[config.mk]
export PLATFORM = sky130hd
export DESIGN_NAME = regfile_wb_arbiter_flat
export DESIGN_NICKNAME = d
export VERILOG_FILES = /design/src/rtl/regfile_wb_arbiter_if.sv /design/src/rtl/regfile_wb_arbiter.sv /design/src/flat_wrapper.sv
export SDC_FILE = /design/constraint.sdc
export NUM_CORES = 1
export LEC_CHECK = 0
export BUFFER_PORTS_ARGS = -buffer_cell sky130_fd_sc_hd__buf_2
export CAP_MARGIN = 25
export CELL_PAD_IN_SITES_DETAIL_PLACEMENT = 0
export CELL_PAD_IN_SITES_GLOBAL_PLACEMENT = 1
export CORE_AREA = 2 2 79 81
export CTS_CLUSTER_SIZE = 40
export DETAILED_ROUTE_END_ITERATION = 8
export DIE_AREA = 0 0 81 83
export PLACE_DENSITY_LB_ADDON = 0.1
export SYNTH_ARGS = -nofsm -noshare
export SYNTH_HDL_FRONTEND = slang
export SYNTH_SLANG_ARGS = --single-unit
[constraint.sdc]
create_clock -name clk -period 3.35 [get_ports clk]
set_clock_uncertainty 0.05 [all_clocks]
set_input_delay 0.1675 -clock clk [delete_from_list [all_inputs] [get_ports clk]]
set_output_delay 0.1675 -clock clk [all_outputs]
set_load 0.005 [all_outputs]
[src/rtl/regfile_wb_arbiter_if.sv]
// regfile_wb_arbiter_if: write-request bus between three requesters and the writeback arbiter.
// Signals:
//   req      - bit i: requester i has a write pending
//   req_dest - requester i destination register in bits [3i+2:3i]
//   req_data - requester i write data in bits [DATA_W*(i+1)-1:DATA_W*i]
//   gnt      - one-hot grant back to the requesters
// Modports: master (requester side), slave (arbiter side).
interface regfile_wb_arbiter_if #(
    parameter int DATA_W = 16
);
    logic [2:0]          req;
    logic [8:0]          req_dest;
    logic [3*DATA_W-1:0] req_data;
    logic [2:0]          gnt;

    modport master (output req, output req_dest, output req_data, input gnt);
    modport slave  (input req, input req_dest, input req_data, output gnt);
endinterface

[src/rtl/regfile_wb_arbiter.sv]
// regfile_wb_arbiter: round-robin writeback arbiter for 3 requesters with a pending-write scoreboard.
// Ports:
//   clk, rst           - clock, asynchronous active-high reset
//   bus                - requester interface (req/req_dest/req_data in, gnt out)
//   rsv_en_i/rsv_dest_i - reserve a destination register (mark it busy)
//   chk_addr_1_i/_2_i  - read addresses checked for hazards
//   hazard_1_o/_2_o    - checked register has a pending write
//   busy_o             - scoreboard bitmap (bit 0 always 0)
//   err_waw_o          - sticky: reservation made to an already busy register
//   reg_write_en_o/dest_o/data_o - registered register-file write port
module regfile_wb_arbiter #(
    parameter int DATA_W = 16
) (
    input  logic              clk,
    input  logic              rst,
    regfile_wb_arbiter_if.slave bus,
    input  logic              rsv_en_i,
    input  logic [2:0]        rsv_dest_i,
    input  logic [2:0]        chk_addr_1_i,
    input  logic [2:0]        chk_addr_2_i,
    output logic              hazard_1_o,
    output logic              hazard_2_o,
    output logic [7:0]        busy_o,
    output logic              err_waw_o,
    output logic              reg_write_en_o,
    output logic [2:0]        reg_write_dest_o,
    output logic [DATA_W-1:0] reg_write_data_o
);
    logic [1:0]        ptr_q, ptr_d, off, gi;
    logic [2:0]        rot, sum, g_dest, wdest_q, wdest_d;
    logic              any, rsv_hit, wen_q, wen_d, err_q, err_d;
    logic [DATA_W-1:0] g_data, wdata_q, wdata_d;
    logic [7:0]        busy_q, busy_d;

    always_comb begin
        // rot[k] = req[(ptr+k) mod 3], so priority search becomes a fixed scan from bit 0
        rot = ptr_q == 2'd1 ? {bus.req[0], bus.req[2:1]} :
              ptr_q == 2'd2 ? {bus.req[1:0], bus.req[2]} : bus.req;
        any = |rot;
        off = rot[0] ? 2'd0 : rot[1] ? 2'd1 : 2'd2;
        sum = {1'b0, (ptr_q == 2'd3 ? 2'd0 : ptr_q)} + {1'b0, off};
        gi = sum >= 3'd3 ? 2'(sum - 3'd3) : sum[1:0];
        bus.gnt = any ? 3'b001 << gi : 3'b000;
        g_dest = bus.req_dest[3*int'(gi) +: 3];
        g_data = bus.req_data[DATA_W*int'(gi) +: DATA_W];
        ptr_d = any ? (gi == 2'd2 ? 2'd0 : gi + 2'd1) : ptr_q;
        wen_d = any && g_dest != 3'd0;
        wdest_d = any ? g_dest : wdest_q;
        wdata_d = any ? g_data : wdata_q;
        rsv_hit = rsv_en_i && rsv_dest_i != 3'd0;
        // clear from the committing write first, then set, so a same-edge reservation wins
        busy_d = (busy_q & ~(wen_q ? 8'b1 << wdest_q : 8'h00)) | (rsv_hit ? 8'b1 << rsv_dest_i : 8'h00);
        busy_d[0] = 1'b0;
        err_d = err_q | (rsv_hit && busy_q[rsv_dest_i] && !(wen_q && wdest_q == rsv_dest_i));
    end

    always_ff @(posedge clk or posedge rst) begin
        if (rst) begin
            ptr_q   <= 2'd0;
            wen_q   <= 1'b0;
            wdest_q <= 3'd0;
            wdata_q <= '0;
            busy_q  <= 8'h00;
            err_q   <= 1'b0;
        end else begin
            ptr_q   <= ptr_d;
            wen_q   <= wen_d;
            wdest_q <= wdest_d;
            wdata_q <= wdata_d;
            busy_q  <= busy_d;
            err_q   <= err_d;
        end
    end

    assign hazard_1_o       = busy_q[chk_addr_1_i];
    assign hazard_2_o       = busy_q[chk_addr_2_i];
    assign busy_o           = busy_q;
    assign err_waw_o        = err_q;
    assign reg_write_en_o   = wen_q;
    assign reg_write_dest_o = wdest_q;
    assign reg_write_data_o = wdata_q;
endmodule

[src/flat_wrapper.sv]
// flat-port wrapper written by rule: the top's interface ports become plain ports
module regfile_wb_arbiter_flat 
#(
    parameter int DATA_W = 16
)
  (clk, rst, rsv_en_i, rsv_dest_i, chk_addr_1_i, chk_addr_2_i, hazard_1_o, hazard_2_o, busy_o, err_waw_o, reg_write_en_o, reg_write_dest_o, reg_write_data_o, bus_req, bus_req_dest, bus_req_data, bus_gnt);
  regfile_wb_arbiter_if #(.DATA_W(DATA_W)) bus_i ();
  input  logic clk;
  input  logic rst;
  input  logic rsv_en_i;
  input  logic [2:0] rsv_dest_i;
  input  logic [2:0] chk_addr_1_i;
  input  logic [2:0] chk_addr_2_i;
  output logic hazard_1_o;
  output logic hazard_2_o;
  output logic [7:0] busy_o;
  output logic err_waw_o;
  output logic reg_write_en_o;
  output logic [2:0] reg_write_dest_o;
  output logic [DATA_W-1:0] reg_write_data_o;
  input wire logic [$bits(bus_i.req)-1:0] bus_req;
  input wire logic [$bits(bus_i.req_dest)-1:0] bus_req_dest;
  input wire logic [$bits(bus_i.req_data)-1:0] bus_req_data;
  output wire logic [$bits(bus_i.gnt)-1:0] bus_gnt;
  assign bus_i.req = bus_req;
  assign bus_i.req_dest = bus_req_dest;
  assign bus_i.req_data = bus_req_data;
  assign bus_gnt = bus_i.gnt;
  regfile_wb_arbiter #(.DATA_W(DATA_W)) u_core (.clk(clk), .rst(rst), .bus(bus_i), .rsv_en_i(rsv_en_i), .rsv_dest_i(rsv_dest_i), .chk_addr_1_i(chk_addr_1_i), .chk_addr_2_i(chk_addr_2_i), .hazard_1_o(hazard_1_o), .hazard_2_o(hazard_2_o), .busy_o(busy_o), .err_waw_o(err_waw_o), .reg_write_en_o(reg_write_en_o), .reg_write_dest_o(reg_write_dest_o), .reg_write_data_o(reg_write_data_o));
endmodule
### Word level (Yosys, flattened, before mapping)

Cells that the tools add are included.

| word-level totals | value |
|---|---|
| flip-flop bits (word level) | 30 |
| input port bits | 72 |
| output and inout port bits | 34 |
| logic and storage cells | 53 |

| operators by class | value |
|---|---|
| add/subtract/negate cells | 3 |
| multipliers | 1 |
| $lt $le $gt $ge | 4 |
| equality and inequality tests | 5 |
| shifts and indexed selects | 5 |
| mux-type cells | 16 |
| bitwise operators | 4 |
| reductions and logical operators | 9 |

Operators by type and width:

| kind | count |
|---|---|
| $shiftx A48 B7 Y16 | 1 |
| $shiftx A9 B32 Y3 | 1 |
| $mux W8 | 2 |
| $shl A1 B3 Y8 const A | 2 |
| $lt A3 B4 Y1 const B | 3 |
| $mux W2 | 5 |
| $bmux W1 S3 | 3 |
| $mux W3 | 3 |
| $and A8 B8 Y8 | 1 |
| $not A8 Y8 | 1 |
| $or A8 B8 Y8 | 1 |
| $eq A2 B2 Y1 const B | 3 |
| $reduce_bool A3 Y1 | 2 |
| $logic_and A1 B1 Y1 | 5 |
| $mul A2 B2 Y4 const A | 1 |
| $add A2 B2 Y3 | 1 |
| $eq A3 B3 Y1 | 1 |
| $ge A3 B2 Y1 const B | 1 |
| $mux W1 | 3 |
| $reduce_or A3 Y1 | 1 |
| $shl A1 B2 Y3 const A | 1 |
| $add A2 B1 Y2 const B | 1 |
| $eq A2 B1 Y1 const B | 1 |
| $sub A2 B2 Y2 const B | 1 |
| other kinds (2) | 2 |

### Depth between registers and ports, before layout

| logic depth | value |
|---|---|
| depth in word-level cells | 12 |
| depth in mapped cells | 13 |
| mapped depth without buffers | 11 |

### Worst setup path after synthesis

No wires, ideal clock.

| path | value |
|---|---|
| path kind | register to register |
| from | register u_core.ptr_q[1] |
| to | register u_core.wen_q (netlist: u_core.reg_write_en_o) |
| setup time | 0.143 ns |
| arrival time | 2.741 ns |
| required time | 3.157 ns |
| slack | 0.416 ns |
| cell stages (with the launch flop) | 14 |
| path buffers | 2 |
| period minus slack after synthesis | 2.934 ns |
| cell sequence | dfrtp_1 -> clkbuf_1 -> nand2b_1 -> o21ai_0 -> nand2_1 -> o21ai_0 -> ha_1 -> fa_1 -> ha_1 -> nor3_4 -> and3b_1 -> buf_2 -> a222oi_1 -> a31oi_1 |

| on the way | value |
|---|---|
| word-level cells in the longest chain between the ends | 12 |
| elaborated cells between the ends (all ways) | 17 |
| classes of those cells | add/sub: 2; mul: 1; order compare: 1; eq/ne: 3; shift: 1; mux: 6; reduce/logical: 3 |

Ends and longest elaborated chain:

| element | line | RTL |
|---|---|---|
| start: declaration | regfile_wb_arbiter.sv:29 | `logic [1:0] ptr_q, ptr_d, off, gi;` |
| start signal: assignment | regfile_wb_arbiter.sv:66 | `ptr_q <= ptr_d;` |
| $eq A2 B2 Y1 | regfile_wb_arbiter.sv:38 | `ptr_q == 2'd2 ? {bus.req[1:0], bus.req[2]} : bus.req;` |
| $mux W3 | regfile_wb_arbiter.sv:38 |  |
| $mux W3 | regfile_wb_arbiter.sv:37 | `rot = ptr_q == 2'd1 ? {bus.req[0], bus.req[2:1]} :` |
| $mux W2 (2 in a row) | regfile_wb_arbiter.sv:40 | `off = rot[0] ? 2'd0 : rot[1] ? 2'd1 : 2'd2;` |
| $add A2 B2 Y3 | regfile_wb_arbiter.sv:41 | `sum = {1'b0, (ptr_q == 2'd3 ? 2'd0 : ptr_q)} + {1'b0, off};` |
| $ge A3 B2 Y1 / $sub A2 B2 Y2 (equally long branches) | regfile_wb_arbiter.sv:42 | `gi = sum >= 3'd3 ? 2'(sum - 3'd3) : sum[1:0];` |
| $mux W2 | regfile_wb_arbiter.sv:42 |  |
| $mul A2 B2 Y4 | regfile_wb_arbiter.sv:44 | `g_dest = bus.req_dest[3*int'(gi) +: 3];` |
| $shiftx A9 B32 Y3 | regfile_wb_arbiter.sv:44 |  |
| $reduce_bool A3 Y1 | regfile_wb_arbiter.sv:47 | `wen_d = any && g_dest != 3'd0;` |
| $logic_and A1 B1 Y1 * | regfile_wb_arbiter.sv:47 |  |
| named net u_core.wen_d | regfile_wb_arbiter.sv:31 | `logic any, rsv_hit, wen_q, wen_d, err_q, err_d;` |
| end signal: assignment | regfile_wb_arbiter.sv:67 | `wen_q <= wen_d;` |
| end: declaration | regfile_wb_arbiter.sv:31 |  |

Mark *: on every way through the listed nets, which the timed path passes. The rest lies on a longest branch.
A chain may end at the register's enable or synchronous reset.

### Worst setup path in the final report

| path | value |
|---|---|
| from | register u_core.ptr_q[1] |
| to | output port bus_gnt[2] |

| on the way | value |
|---|---|
| word-level cells in the longest chain between the ends | 10 |
| elaborated cells between the ends (all ways) | 15 |
| classes of those cells | add/sub: 2; order compare: 1; eq/ne: 3; shift: 1; mux: 7; reduce/logical: 1 |

Ends and longest elaborated chain:

| element | line | RTL |
|---|---|---|
| $eq A2 B2 Y1 | regfile_wb_arbiter.sv:38 |  |
| $mux W3 | regfile_wb_arbiter.sv:38 |  |
| $mux W3 | regfile_wb_arbiter.sv:37 |  |
| $mux W2 (2 in a row) | regfile_wb_arbiter.sv:40 |  |
| $add A2 B2 Y3 | regfile_wb_arbiter.sv:41 |  |
| $ge A3 B2 Y1 / $sub A2 B2 Y2 (equally long branches) | regfile_wb_arbiter.sv:42 |  |
| $mux W2 | regfile_wb_arbiter.sv:42 |  |
| $shl A1 B2 Y3 | regfile_wb_arbiter.sv:43 | `bus.gnt = any ? 3'b001 << gi : 3'b000;` |
| $mux W3 * | regfile_wb_arbiter.sv:43 |  |
| end: declaration | flat_wrapper.sv:24 | `output wire logic [$bits(bus_i.gnt)-1:0] bus_gnt;` |

Every way passes the cells marked *; elsewhere a longest branch is shown, timed or not.

==> metrics.csv <==
metric,value,unit
status,"finished, final reports clean",
Critical Path AT,2.99,ns
peak fanout along the critical path,9,
Worst R2R Path Depth,14,
Antenna Nets Post-Route,0,
Die ar.,6720,µm²
Tmin final,3.20,ns
sequential share of power,0.235,
"commonest non-fill, non-tap cell in the layout",buf_2,
register bit total from synthesis,30,
WHS Path Cells,2,
power share of the combinational group,0.668,
drt wl/cell,14.3,µm
Std-Cell Rows,28,
grt ovf,0,
final hold violations,0,
worst-path cell chain,nand2b_1 > o21ai_1 > nand2_1 > o21ai_1 > ha_2 > fa_2 > ha_1 > nand2b_1 > and3b_2 > buf_4 > and2_1 > buf_2,
largest net degree at the start of global routing,31,
Port-buffer cells,104,
H-tree level count,2,
worst vdd ir,614,µV
Leak Pwr,1.21,nW
Least-Margin Pin Slew,0.559,ns
IO Count,106,
fillers,621,
CP top delay family,adder cells,
Remaining DRCs,0,
Pwr Density,1250,nW/µm²
starting density of the core,0.304,
gpl congestion,0.801,
Fmax,0.312,GHz
vias in the first global route,1715,
Post-Syn Nets,260,
post-layout util,0.433,
Placed Cells,356,
"commonest cells after routing, fill and taps aside","buf_2 (104), dfrtp_1 (29), nor2_1 (22)",
Rel. slew slack,0.627,
die width,81,µm
crit path buf inv count,2,
clock share of power,0.097,
Hold Crit Start,rsv_en_i,
clock-pin slew on the worst setup and hold paths,0.07,ns
CP max stage delay,0.46,ns
DP HPWL,3900,µm
DRT Pass-1 Iters,5,
Yosys Warn Count,0,
Starting DRT DRC Count,138,
final max-slew violation count,0,
Post-synth EDFFs,0,
drt total wl,5300,µm
"Req. time, crit path",3.13,ns
final cell count without fillers,370,
Pint,1.83,mW
FF-to-FF Start,u_core.ptr_q[1]$_DFFE_PP0P_,
Worst setup SP type,flip-flop,
first-pass GRT wire length,8420,µm
P&R area growth vs syn,42.5,%
clock sinks,30,
setup violators final,0,
Syn Std Cell Area,1770,µm²
Setup crit end kind,primary output,
final period utilization,0.956,
r2r setup slk,0.25,ns
antenna violations before repair,0,
CTS tree,yes,
combined area of the multi-input logic cells,950,µm²
register area,752,µm²
Final nets,369,
fraction of layout cells with a size suffix above 1,0.471,
CTS Buffer Depth,2,
Post-synth ARST share,1.00,
ys flop type,dfrtp_1,
Num CTS Buffers,5,
clk_lat worst skew,0.28,ns
cell area after layout,2520,µm²
critical path class,reg -> out,
vias per cell,5.11,
"Slowest-stage cell, CP",fa_2,
core area,5820,µm²
root buf cell,clkbuf_8,
Yosys cell types,34,
hold slack,0.101,ns
maxcap violations,0,
Sw Ratio,0.421,
reg2reg end,u_core.reg_write_en_o$_DFF_PP0_,
DP Area,2370,µm²
NetSw,1.33,mW
Synth Instances,185,
Diodes inserted,0,
DR vias,1891,
Tot GR Track Use,0.160,
Chip Height,83,µm
Worst Hold Path EP,u_core.err_waw_o$_DFF_PP0_,
Setup TNS Final,0,ns
Mapped Avg Cell Area,9.56,µm²
"Seq/Total Area, Yosys",0.425,
Worst Hold Class,in -> reg,
[worst max-delay path by stage]
stage	to	from	cells after the start	slack (ns)
after detailed placement	u_core.reg_write_en_o$_DFF_PP0_	u_core.ptr_q[1]$_DFFE_PP0P_	12	0.06
final	bus_gnt[2]	u_core.ptr_q[1]$_DFFE_PP0P_	12	0.15
after global routing	bus_gnt[2]	u_core.ptr_q[1]$_DFFE_PP0P_	12	-0.03
after global placement	u_core.reg_write_en_o$_DFF_PP0_	u_core.ptr_q[1]$_DFFE_PP0P_	12	0.13
after floorplan	u_core.reg_write_en_o$_DFF_PP0_	u_core.ptr_q[1]$_DFFE_PP0P_	13	0.42
after CTS	bus_gnt[0]	u_core.ptr_q[1]$_DFFE_PP0P_	12	0.01
[area by class of cell]
cell class | instances | share of cell area
clock buffer | 7 | 0.0343
clock inverter | 1 | 0.00199
sequential | 30 | 0.299
tap | 75 | 0.0373
timing repair buffer | 117 | 0.246
multi-input combinational | 137 | 0.377
inverter | 3 | 0.00447
[state kept, by name, summed over array words and instances (netlist names)]
register and flops:
u_core.err_waw_o 1, u_core.reg_write_en_o 1, u_core.reg_write_dest_o 3, u_core.busy_o 7, u_core.reg_write_data_o 16, u_core.ptr_q 2
[what timing repair did]
item,CTS,global route
endpoints found under the hold margin,30,0
setup endpoints to repair,2,8
pin swaps,0,2
resized for setup,2,5
hold buffers,1,0
buffers inserted,1,4
[synthesized netlist by cell type (all sizes together) (2+ instances only)]
| library cell | count | area share |
|---|---|---|
| a21oi | 21 | 0.059 |
| a222oi | 19 | 0.11 |
| a31oi | 3 | 0.011 |
| and2 | 3 | 0.011 |
| buf | 6 | 0.022 |
| clkbuf | 9 | 0.019 |
| dfrtp | 30 | 0.42 |
| ha | 2 | 0.014 |
| inv | 3 | 0.0064 |
| mux2 | 5 | 0.032 |
| mux4 | 3 | 0.038 |
| nand2 | 11 | 0.023 |
| nand2b | 8 | 0.028 |
| nor2 | 22 | 0.047 |
| nor2b | 2 | 0.0071 |
| nor3 | 3 | 0.015 |
| o21ai | 17 | 0.048 |
| o2bb2ai | 2 | 0.0099 |
| o31ai | 2 | 0.0085 |
| xnor2 | 3 | 0.015 |
[layer usage]
layer	GRT usage	up-vias	share of wire
li1	-	919	-
met1	0.223	876	0.45
met2	0.243	91	0.45
met3	0.0380	5	0.093
met4	0.0508	0	0.0076
met5	0	-	0
[stage by stage]
| stage | power [mW] | setup slack, ns |
|---|---|---|
| floorplan | 2.06 | 0.416 |
| global placement | 2.73 | 0.130 |
| detailed placement | 2.73 | 0.0577 |
| CTS | 3.11 | 0.0104 |
| global route | 3.48 | -0.0319 |
| finish | 3.16 | 0.147 |
[cell families (layout without fill, tap and decap cells)]
group	count (synthesis)	after routing	synth area share
AO/OA/AOI/OAI	67	67	0.258
AND/OR/NAND/NOR	54	54	0.151
flip-flops	30	30	0.425
buffers and inverters	18	128	0.0474
multiplexers	9	9	0.0757
adder cells (fa/ha/maj)	3	3	0.0255
XOR/XNOR	3	3	0.0149
other	1	1	0.00212
[worst register-to-register path: stages (launching register included)]
cell,delay (ns)
dfrtp_2,0.44
nand2b_1,0.17
o21ai_1,0.12
nand2_1,0.06
o21ai_1,0.08
ha_2,0.19
fa_2,0.46
ha_1,0.33
nand2b_1,0.15
mux2i_2,0.08
buf_4,0.14
buf_4,0.17
a222oi_1,0.28
buf_4,0.17
a31oi_1,0.07
[power groups by stage]
stage / combinational (mW) / clock [mW] / sequential, mW
finish: 2.11 / 0.305 / 0.743
global route: 2.37 / 0.335 / 0.773
CTS: 2.05 / 0.322 / 0.744
detailed placement: 1.98 / 0 / 0.747
global placement: 1.98 / 0 / 0.753
floorplan: 1.34 / 0 / 0.720
No activity file was read; power rests on OpenSTA's default activity.
